===== src/rtl/rf_wb_arbiter.sv =====
`default_nettype none
// ============================================================================
// Module   : rf_wb_arbiter
// Purpose  : Round-robin arbiter granting one of three register-file write
//            requesters per cycle, with registered grant/write outputs.
// Option   : RF_WB_ARB_STATS_EN enables the saturating contention counter.
// Revision : 1.0 - initial release
// ============================================================================
module rf_wb_arbiter #(
  parameter int DW   = 8,
  parameter int AW   = 3,
  parameter int NREQ = 3
) (
  input  logic          clk,
  input  logic          rst,
  input  logic [2:0]    req,
  input  logic [AW-1:0] addr0,
  input  logic [AW-1:0] addr1,
  input  logic [AW-1:0] addr2,
  input  logic [DW-1:0] data0,
  input  logic [DW-1:0] data1,
  input  logic [DW-1:0] data2,
  output logic [2:0]    ack,
  output logic          regwrite,
  output logic [AW-1:0] srin,
  output logic [DW-1:0] rin,
  output logic          drop,
  output logic [7:0]    conflict_cnt
);

  localparam logic [1:0] c_last_rst = 2'd2;

  logic [2:0]    r_ack;
  logic          r_regwrite;
  logic          r_drop;
  logic [AW-1:0] r_srin;
  logic [DW-1:0] r_rin;
  logic [1:0]    r_last;

  logic [2:0]    w_elig;
  logic          w_grant_vld;
  logic [1:0]    w_grant_idx;
  logic [AW-1:0] w_grant_addr;
  logic [DW-1:0] w_grant_data;
  logic          w_multi_elig;

  // Position k of the search order that begins just after the last grant.
  function automatic logic [1:0] rr_idx(input logic [1:0] base, input logic [1:0] k);
    logic [2:0] s;
    s = {1'b0, base} + 3'd1 + {1'b0, k};
    if (s >= 3'd3) s = s - 3'd3;
    return s[1:0];
  endfunction

  // A requester acked this cycle is already served and must not win again.
  assign w_elig       = req & ~r_ack;
  assign w_multi_elig = (w_elig[0] & w_elig[1]) | (w_elig[0] & w_elig[2]) |
                        (w_elig[1] & w_elig[2]);

  always_comb begin
    logic [1:0] v_idx;
    w_grant_vld = 1'b0;
    w_grant_idx = 2'd0;
    v_idx       = 2'd0;
    // Walk from the lowest priority slot upward so the first slot wins.
    for (int k = 2; k >= 0; k--) begin
      v_idx = rr_idx(r_last, k[1:0]);
      if (w_elig[v_idx]) begin
        w_grant_vld = 1'b1;
        w_grant_idx = v_idx;
      end
    end
  end

  always_comb begin
    w_grant_addr = addr0;
    w_grant_data = data0;
    case (w_grant_idx)
      2'd1: begin
        w_grant_addr = addr1;
        w_grant_data = data1;
      end
      2'd2: begin
        w_grant_addr = addr2;
        w_grant_data = data2;
      end
      default: begin
        w_grant_addr = addr0;
        w_grant_data = data0;
      end
    endcase
  end

  always_ff @(posedge clk) begin
    if (rst) begin
      r_ack      <= 3'b000;
      r_regwrite <= 1'b0;
      r_drop     <= 1'b0;
      r_srin     <= '0;
      r_rin      <= '0;
      r_last     <= c_last_rst;
    end else if (w_grant_vld) begin
      r_ack      <= 3'b001 << w_grant_idx;
      r_srin     <= w_grant_addr;
      r_rin      <= w_grant_data;
      // Writes to r0 are acknowledged but never reach the register file.
      r_regwrite <= (w_grant_addr != '0);
      r_drop     <= (w_grant_addr == '0);
      r_last     <= w_grant_idx;
    end else begin
      r_ack      <= 3'b000;
      r_regwrite <= 1'b0;
      r_drop     <= 1'b0;
    end
  end

`ifdef RF_WB_ARB_STATS_EN
  logic [7:0] r_conflict_cnt;

  always_ff @(posedge clk) begin
    if (rst) begin
      r_conflict_cnt <= 8'd0;
    end else if (w_multi_elig && (r_conflict_cnt != 8'hFF)) begin
      r_conflict_cnt <= r_conflict_cnt + 8'd1;
    end
  end

  assign conflict_cnt = r_conflict_cnt;
`else
  logic w_unused_stats;
  assign w_unused_stats = w_multi_elig;
  assign conflict_cnt   = 8'd0;
`endif

  assign ack      = r_ack;
  assign regwrite = r_regwrite;
  assign drop     = r_drop;
  assign srin     = r_srin;
  assign rin      = r_rin;

endmodule
`default_nettype wire


===== config.mk =====
export PLATFORM = sky130hd
export DESIGN_NAME = rf_wb_arbiter
export DESIGN_NICKNAME = d
export VERILOG_FILES = /design/src/rtl/rf_wb_arbiter.sv
export SDC_FILE = /design/constraint.sdc
export NUM_CORES = 1
export LEC_CHECK = 0
export CAP_MARGIN = 5
export CORE_ASPECT_RATIO = 1.1
export CORE_MARGIN = 5
export CORE_UTILIZATION = 39
export CTS_CLUSTER_SIZE = 28
export DETAILED_ROUTE_END_ITERATION = 10
export PLACE_DENSITY_LB_ADDON = 0.15
export SLEW_MARGIN = 25
export SYNTH_ARGS = -nofsm -noshare
export SYNTH_HDL_FRONTEND = slang
export SYNTH_SLANG_ARGS = --single-unit

===== constraint.sdc =====
create_clock -name clk -period 3.1 [get_ports clk]
set_input_delay 0.62 -clock clk [delete_from_list [all_inputs] [get_ports clk]]
set_output_delay 0.62 -clock clk [all_outputs]
set_load 0.01 [all_outputs]

==> results.toml, run 1 <==
[outcome]
outcome = "finished clean"

[timing]
fmax_ghz = 0.347
setup_viol = 0
rsz0062_at_grt = "false"
period_needed_ps = 2880
fin_crit_sh_pct = 93.0
setup_tns_ps = 0
hold_viol = 0
max-slew-margin-rel_pct = 65.8
slew_viol_final = 0
clock_skew_ps = 9.54
fin_ws_ps = 216
tightest_slew_ps = 513

[power_and_ir_drop]
power.internal_uw = 998
p_comb_share_pct = 71.9
p_clk_share_pct = 6.6
p_switching_uw = 704
p_sw_share_pct = 41.4
power_uw = 1700
power_density_nw_per_um2 = 988
pwr-share-seq_pct = 21.5
ir_worst_vdd_mv = 0.626
leakagePower_uw = 0.000691

[route]
drt_first_pass_iters = 4
vias = 1125
routedWlPerCell_um = 14.7
drt_wl_total_mm = 3.12
via_per_inst = 5.31
drc = 0
antenna_left = 0
first_iter_violations = 35

[grt]
grt_max_degree = 17
grt_antenna_before_repair = 0
grt_pass1_vias = 1085
grt_pass1_wl_mm = 4.67
grt_overflow_total = 0
track_usage_pct = 14.9

[layout]
areaGrowthSynthToFinish_pct = 50.3
nets = 224
antenna_cells = 0
final_area_um2 = 1720
drive_above_1_share_pct = 8.94
utilization_pct = 61.5

[clock_network]
clk_latency_ps = 290
cts_max_level = 1
clockRootBuffer = "clkbuf_4"
cts-buffers-inserted = 3
cts_tree = "built"
clockBufferDepth = 2
clkSinkCount = 18
cts_setup_buffers = 0
cts.clk_slew.worst_paths_ps = 100

[floorplan]
rows = 20
initial_core_util_pct = 40.9
pin_count = 62
core_area_um2 = 2800
fp.dieArea_um2 = 4120
dieHeight_um = 66.9
dieWidth_um = 61.7

[synthesis]
yosys.area.top_type = "dfxtp_1"
synthArstFlopShare_pct = 0
synth.most_common_cell = "dfxtp_1"
synth_top_flop_cell = "dfxtp_1"
synth_area_per_cell_um2 = 9.17
ys_types = 33
synthesis.area_um2 = 1150
yosys.area.top_type_share_pct = 31.4
synthTopCellsByArea = "dfxtp_1, a221o_1, mux2i_1, ha_1, buf_4"
synth_edf_count = 0
synth-seq-area-share_pct = 31.4
synth-seq-cells = 18
yosys_warnings = 0
postSynthCellCount = 125
synth_common_cells = "dfxtp_1, a221o_1, mux2i_1, nand2_1"

[hold_path]
hp-class = "register to register"

[placement]
place_hpwl_mm = 2.56
port_buffers = 53
place_area_um2 = 1700
pre_cts_ws_ps = 93.0
gp_congestion = 0.906

[setup_path]
crit_path_end = "regwrite$_SDFF_PP0_"
critPathRequiredTime_ps = 3280
cp_max_fo = 7
critPathArrivalTime_ps = 3060
critPathKind = "register to register"
r2r_cells = 11
startpoint = "r_last[0]$_SDFFE_PP0N_"
r2r_end = "regwrite$_SDFF_PP0_"
r2r_start = "r_last[0]$_SDFFE_PP0N_"
critPathCaptureType = "register"
r2r_slack_ps = 220
worst_setup_path_start_kind = "register"

[run]
cap_violations = 0
-- area by class of cell --
type / instances / area, um2
sequential: 18 / 360
timing repair buffer: 60 / 583
inverter: 7 / 26.3
tap: 33 / 41.3
multi-input combinational: 91 / 689
fill: 262 / 1080
clock buffer: 3 / 22.5
-- power by group through the flow --
stage                     combinational [uW]  sequential (uW)  clock, uW
after CTS                               1220              368        117
after floorplan                          790              405          0
after global routing                    1340              380        128
after detailed placement                1210              373          0
after global placement                  1180              370          0
final                                   1220              366        112
-- through the flow --
step                      hold WS, ps  cells
after floorplan                   463    132
after global placement            447    209
after detailed placement          457    209
after CTS                         471    212
after global routing              505    212
final                             466    212
-- critical path: stages (launching register included) --
cell      delay [ps]
dfxtp_1          390
inv_1            120
ha_2             430
clkinv_1         140
o31ai_1          300
o31ai_1          130
buf_4            160
ha_1             370
inv_1            100
o21ai_0          300
nand3_1          170
nor3b_1          170
-- flip-flops by register name (all words and copies together) (netlist names) --
| name | cells |
|---|---|
| rin | 8 |
| ack | 3 |
| srin | 3 |
| r_last | 2 |
| drop | 1 |
| regwrite | 1 |
-- cell usage in the layout (no fill, tap or decap), types with 4 or more instances in the layout --
| master | instances |
|---|---|
| nand2_1 | 10 |
| mux2i_1 | 10 |
| inv_1 | 6 |
| a221o_1 | 12 |
| dfxtp_1 | 18 |
| nor2_1 | 5 |
| conb_1 | 8 |
| buf_4 | 7 |
| ha_1 | 4 |
| nor2b_1 | 4 |
| o211ai_1 | 8 |
| clkdlybuf4s50_1 | 53 |
-- cells by family after synthesis --
group	count (synthesis)	synth area share, %
AND/OR/NAND/NOR	33	15.0
flip-flops	18	31.4
buffers and inverters	23	10.9
AO/OA/AOI/OAI	32	25.2
multiplexers	13	11.7
adder cells (fa/ha/maj)	5	5.46
other	1	0.327
-- metal layers --
layer | global-route usage, % | part of all wire (%) | vias up
met2 | 24.9 | 49 | 45
met1 | 18.6 | 43 | 519
li1 | - | - | 555
met4 | 5.04 | 0.99 | 0
met5 | 0 | 0 | -
met3 | 3.29 | 7.8 | 6
-- how the worst min path moves through the flow --
stage               cells past startpoint                   start                endpoint  slack (ps)
floorplan                               1  r_last[1]$_SDFFE_PP1N_  r_last[1]$_SDFFE_PP1N_         460
global placement                        2     rin[7]$_SDFFE_PP0N_     rin[7]$_SDFFE_PP0N_         450
detailed placement                      2     rin[7]$_SDFFE_PP0N_     rin[7]$_SDFFE_PP0N_         460
CTS                                     2     rin[7]$_SDFFE_PP0N_     rin[7]$_SDFFE_PP0N_         470
global route                            2     rin[7]$_SDFFE_PP0N_     rin[7]$_SDFFE_PP0N_         510
finish                                  2     rin[7]$_SDFFE_PP0N_     rin[7]$_SDFFE_PP0N_         470
-- repair_timing --
| action | in CTS | in global routing |
|---|---|---|
| hold buffers | 0 | 0 |
| setup endpoints to repair | 0 | 1 |
| gates resized for setup | 0 | 1 |
| endpoints found under the hold margin | 0 | 0 |
Power figures use the tool's default switching activity.
==> inputs of run 2 (changes only) <==
--- a/config.mk
+++ b/config.mk
@@ -12,5 +12,5 @@
 export CTS_CLUSTER_SIZE = 28
 export DETAILED_ROUTE_END_ITERATION = 10
-export PLACE_DENSITY_LB_ADDON = 0.15
+export PLACE_DENSITY_LB_ADDON = 0.05
 export SLEW_MARGIN = 25
 export SYNTH_ARGS = -nofsm -noshare
==> constraint.sdc (replaced) <==
create_clock -name clk -period 3.1 [get_ports clk]
set_input_delay 0.465 -clock clk [delete_from_list [all_inputs] [get_ports clk]]
set_output_delay 0.465 -clock clk [all_outputs]
set_load 0.01 [all_outputs]
==> results.toml, run 2 (synthesized netlist as in run 1, its figures left out) <==
[route]
routedWlPerCell_um = 14.6
via_per_inst = 5.15
first_iter_violations = 26
antenna_left = 0
vias = 1087
drc = 0
drt_wl_total_mm = 3.07
drt_first_pass_iters = 4

[setup_path]
critPathCaptureType = "register"
crit_chain = "inv_1 > ha_2 > clkinv_1 > o31ai_1 > o31ai_1 > buf_4 > ha_1 > a221o_1 > o21ai_1 > nor2_1 > mux2_2"
critPathArrivalTime_ps = 3020
startpoint = "r_last[0]$_SDFFE_PP0N_"
critPathRequiredTime_ps = 3290
slowest_stage = "ha_2"
cp_max_fo = 11
slowest_delay_ps = 430
critPathKind = "register to register"
path_common_cell = "o31ai_1"
r2r_start = "r_last[0]$_SDFFE_PP0N_"
worst_setup_path_start_kind = "register"

[grt]
grt_overflow_total = 0
grt_pass1_vias = 1067
track_usage_pct = 15.5
grt_max_degree = 17
grt_pass1_wl_mm = 4.78
grt_antenna_before_repair = 0

[layout]
largest_reg_flops = 8
num-fill-cells = 258
nets = 222
drive_above_1_share_pct = 8.43
final_area_um2 = 1720
areaGrowthSynthToFinish_pct = 50.2
antenna_cells = 0
final_common_cell = "clkdlybuf4s50_1"
final_cell_mix = "clkdlybuf4s50_1, dfxtp_1, a221o_1"

[power_and_ir_drop]
ir_worst_vdd_mv = 0.700
p_comb_share_pct = 70.1
p_clk_share_pct = 8.5
pwr-share-seq_pct = 21.4
p_sw_share_pct = 40.9
power.internal_uw = 1020
power_density_nw_per_um2 = 1000
leakagePower_uw = 0.000688
p_switching_uw = 706

[clock_network]
cts.clk_slew.worst_paths_ps = 110
clockBufferDepth = 2
cts_tree = "built"
clk_latency_ps = 290
cts_hold_buffers = 0
cts-buffers-inserted = 3
clkSinkCount = 18
cts_max_level = 1
cts_setup_buffers = 0
clockRootBuffer = "clkbuf_4"

[floorplan]
dieHeight_um = 66.9
initial_core_util_pct = 40.9
dieWidth_um = 61.7
fp.dieArea_um2 = 4120
rows = 20
core_area_um2 = 2800
pin_count = 62

[hold_path]
hold_start = "rin[4]$_SDFFE_PP0N_"
hp-class = "register to register"

[timing]
clock_skew_ps = 5.39
slew_viol_final = 0
fmax_ghz = 0.353
setup_tns_ps = 0
hold_viol = 0
setup_viol = 0
period_needed_ps = 2830
fin_crit_sh_pct = 91.3
rsz0062_at_grt = "false"

[placement]
port_buffers = 53
gp_congestion = 0.794
place_hpwl_mm = 2.45
place_area_um2 = 1680

[run]
cap_violations = 0

[outcome]
outcome = "finished clean"
run 2: routing by layer:
metal | track usage, % | part of all wire [%] | vias up
li1 | - | - | 553
met1 | 20.7 | 45 | 489
met2 | 24.0 | 46 | 43
met3 | 3.29 | 8.4 | 2
met4 | 5.57 | 0.68 | 0
met5 | 0 | 0 | -
run 2: final timing paths:
path              cells past startpoint  slack [ps]                   end
setup reg to reg                     11         270  srin[1]$_SDFFE_PP0N_
setup / recovery                     11         270  srin[1]$_SDFFE_PP0N_
hold / removal                        2         470   rin[4]$_SDFFE_PP0N_
hold reg to reg                       2         470   rin[4]$_SDFFE_PP0N_
run 2: power by group through the flow:
| stage | combinational, uW | sequential (uW) | clock (uW) |
|---|---|---|---|
| CTS | 1210 | 369 | 154 |
| floorplan | 790 | 405 | 0 |
| global route | 1340 | 380 | 163 |
| detailed placement | 1200 | 374 | 0 |
| finish | 1210 | 368 | 147 |
| global placement | 1190 | 373 | 0 |
run 2: cell type report:
cell class	count	area, um2	area share [%]
well taps	33	41.3	2.40
multi-input cells	91	689	40.0
flip-flops and latches	18	360	20.9
inverters	7	26.3	1.53
repair buffers	58	568	33.0
clock buffers	4	36.3	2.11
run 2: critical path, delay by kind of cell (launching register included):
kind            cells  cell delay (ps)
compound gates      4              840
fa+ha+maj           2              740
buf+inv             3              440
flops               1              400
mux                 1              270
simple gates        1               60
run 2: metrics by stage:
step	power, uW	worst slack (ps)	util, %	instances	hold slack [ps]
5_1_grt	1880	2.36	61.4	211	484
3_5_place_dp	1580	192	60.0	207	458
6_report	1720	271	61.4	211	472
2_1_floorplan	1200	340	-	132	463
3_3_place_gp	1560	210	60.0	207	445
4_1_cts	1740	159	61.3	211	474
run 2: what timing repair did:
item                       4_1_cts  5_1_grt
resized for setup                0        2
setup endpoints to repair        0        4
hold endpoints to repair         0        0
==> inputs of run 3 (changes only) <==
ABC_AREA = 1   (was unset)
CORE_UTILIZATION = 40   (was 39)
==> results.toml, run 3 <==
[outcome]
outcome = "finished clean"

[setup_path]
slowest_delay_ps = 460
critPathArrivalTime_ps = 2990
cp_max_fo = 11
crit_chain = "inv_1 > ha_2 > inv_1 > nand3_2 > nand3_2 > a21oi_1 > nand2_1 > nand2_1 > inv_1 > ha_1 > a22o_1 > o21ai_0 > nand3_1 > nor2b_1"
r2r_cells = 14
r2r_slack_ps = 290
critPathCaptureType = "register"
crit_family = "adder cells"
worst_setup_path_start_kind = "register"
critPathRequiredTime_ps = 3280
path_common_cell = "inv_1"
critPathKind = "register to register"
cp.buffers_inverters = 3
r2r_start = "r_last[0]$_SDFFE_PP0N_"
startpoint = "r_last[0]$_SDFFE_PP0N_"
r2r_end = "regwrite$_SDFF_PP0_"
slowest_stage = "ha_2"

[floorplan]
rows = 21
dieWidth_um = 63.5
dieHeight_um = 68.9
pin_count = 62
core_area_um2 = 3050
fp.dieArea_um2 = 4370
initial_core_util_pct = 41.3

[grt]
grt_antenna_before_repair = 0
grt_max_degree = 26
grt_pass1_vias = 1368
grt_pass1_wl_mm = 5.65
grt_overflow_total = 0
track_usage_pct = 16.2

[synthesis]
synth-seq-area-share_pct = 28.6
synth.most_common_cell = "nand2_1"
synthArstFlopShare_pct = 0
synth_edf_count = 0
ys_types = 27
synth-seq-cells = 18
synth_common_cells = "nand2_1, a21oi_1, nand3_1, dfxtp_1, inv_1"
synthesis.area_um2 = 1260
postSynthCellCount = 189
yosys.area.top_type = "dfxtp_1"
synth_area_per_cell_um2 = 6.67
yosys_warnings = 0
synth_top_flop_cell = "dfxtp_1"
synthTopCellsByArea = "dfxtp_1, nand2_1, a21oi_1, nand3_1, nand4_1"
yosys.area.top_type_share_pct = 28.6

[route]
drt_first_pass_iters = 5
vias = 1389
drc = 0
drt_wl_total_mm = 3.52
antenna_left = 0
routedWlPerCell_um = 12.9
first_iter_violations = 81
via_per_inst = 5.11

[hold_path]
hp-class = "register to register"
hold_start = "rin[1]$_SDFFE_PP0N_"
hold_end = "rin[1]$_SDFFE_PP0N_"
holdPathStages = 2

[timing]
rsz0062_at_grt = "false"
slew_viol_final = 0
setup_tns_ps = 0
fin_crit_sh_pct = 90.5
tightest_slew_ps = 686
max-slew-margin-rel_pct = 54.2
fmax_ghz = 0.356
whs_ps = 482
hold_viol = 0
period_needed_ps = 2810
clock_skew_ps = 3.07
setup_viol = 0

[power_and_ir_drop]
power_uw = 2370
leakagePower_uw = 0.000850
power_density_nw_per_um2 = 1320
ir_worst_vdd_mv = 0.820

[clock_network]
clockRootBuffer = "clkbuf_4"
cts.clk_slew.worst_paths_ps = 100
cts-buffers-inserted = 3
cts_max_level = 1
clk_latency_ps = 290
clkSinkCount = 18
clockBufferDepth = 2
cts_tree = "built"

[layout]
largest_reg_flops = 8
drive_above_1_share_pct = 8.82
nets = 282
final_area_um2 = 1800
final_cell_mix = "clkdlybuf4s50_1, nand2_1, nand3_1, a21oi_1, dfxtp_1"
utilization_pct = 59.0
final_common_cell = "clkdlybuf4s50_1"
antenna_cells = 0
areaGrowthSynthToFinish_pct = 42.8

[placement]
place_area_um2 = 1760
place_hpwl_mm = 2.92
gp_congestion = 0.984
port_buffers = 53

[run]
cap_violations = 0
## run 3: metrics by stage
stage          setup WS, ps  cells
2_1_floorplan           579    196
3_3_place_gp            300    268
3_5_place_dp            216    268
4_1_cts                 213    272
5_1_grt                43.4    272
6_report                294    272
## run 3: cell families after synthesis
kind of cell    count (synthesis)  share of synthesized area [%]
buf+inv                        35                           14.7
flops                          18                           28.6
simple gates                  105                           40.6
fa+ha+maj                       5                           4.97
other cells                     1                          0.298
compound gates                 25                           10.8
## run 3: worst max path at each step
stage,depth (start not counted),to,slack (ps)
after CTS,14,regwrite$_SDFF_PP0_,210
after detailed placement,14,regwrite$_SDFF_PP0_,220
after global routing,14,regwrite$_SDFF_PP0_,40
after global placement,14,regwrite$_SDFF_PP0_,300
final,14,regwrite$_SDFF_PP0_,290
after floorplan,15,srin[1]$_SDFFE_PP0N_,580
## run 3: worst register-to-register path: cells and delay by family (launching register included)
family | cells | cell delay, ps
AO/OA/AOI/OAI | 3 | 570
adder cells (fa/ha/maj) | 2 | 790
buffers and inverters | 3 | 290
flip-flops | 1 | 420
AND/OR/NAND/NOR | 6 | 630
## run 3: cell type report
type / instances / area [um2]
clock buffers: 4 / 36.3
fillers: 297 / 1250
inverters: 17 / 63.8
multi-input cells: 143 / 743
flip-flops and latches: 18 / 360
well taps: 34 / 42.5
repair buffers: 56 / 553
## run 3: routing by layer
layer,vias up,share of wire (%),global-route usage [%]
met3,10,8.2,4.21
met1,614,35,15.5
met5,-,0,0
li1,700,-,-
met4,0,3.4,8.31
met2,65,53,32.0
## run 3: report_power, final
part	switching, uW	internal, uW	leakage [uW]
logic	1100	753	0.000680
clock network	69.1	71.5	0.0000210
registers	43.8	327	0.000149
## run 3: timing repair
action	in CTS	in global routing
setup buffers	0	0
hold buffers	0	0
hold endpoints to repair	0	0
resized for setup	0	1
endpoints found under the setup margin	0	1
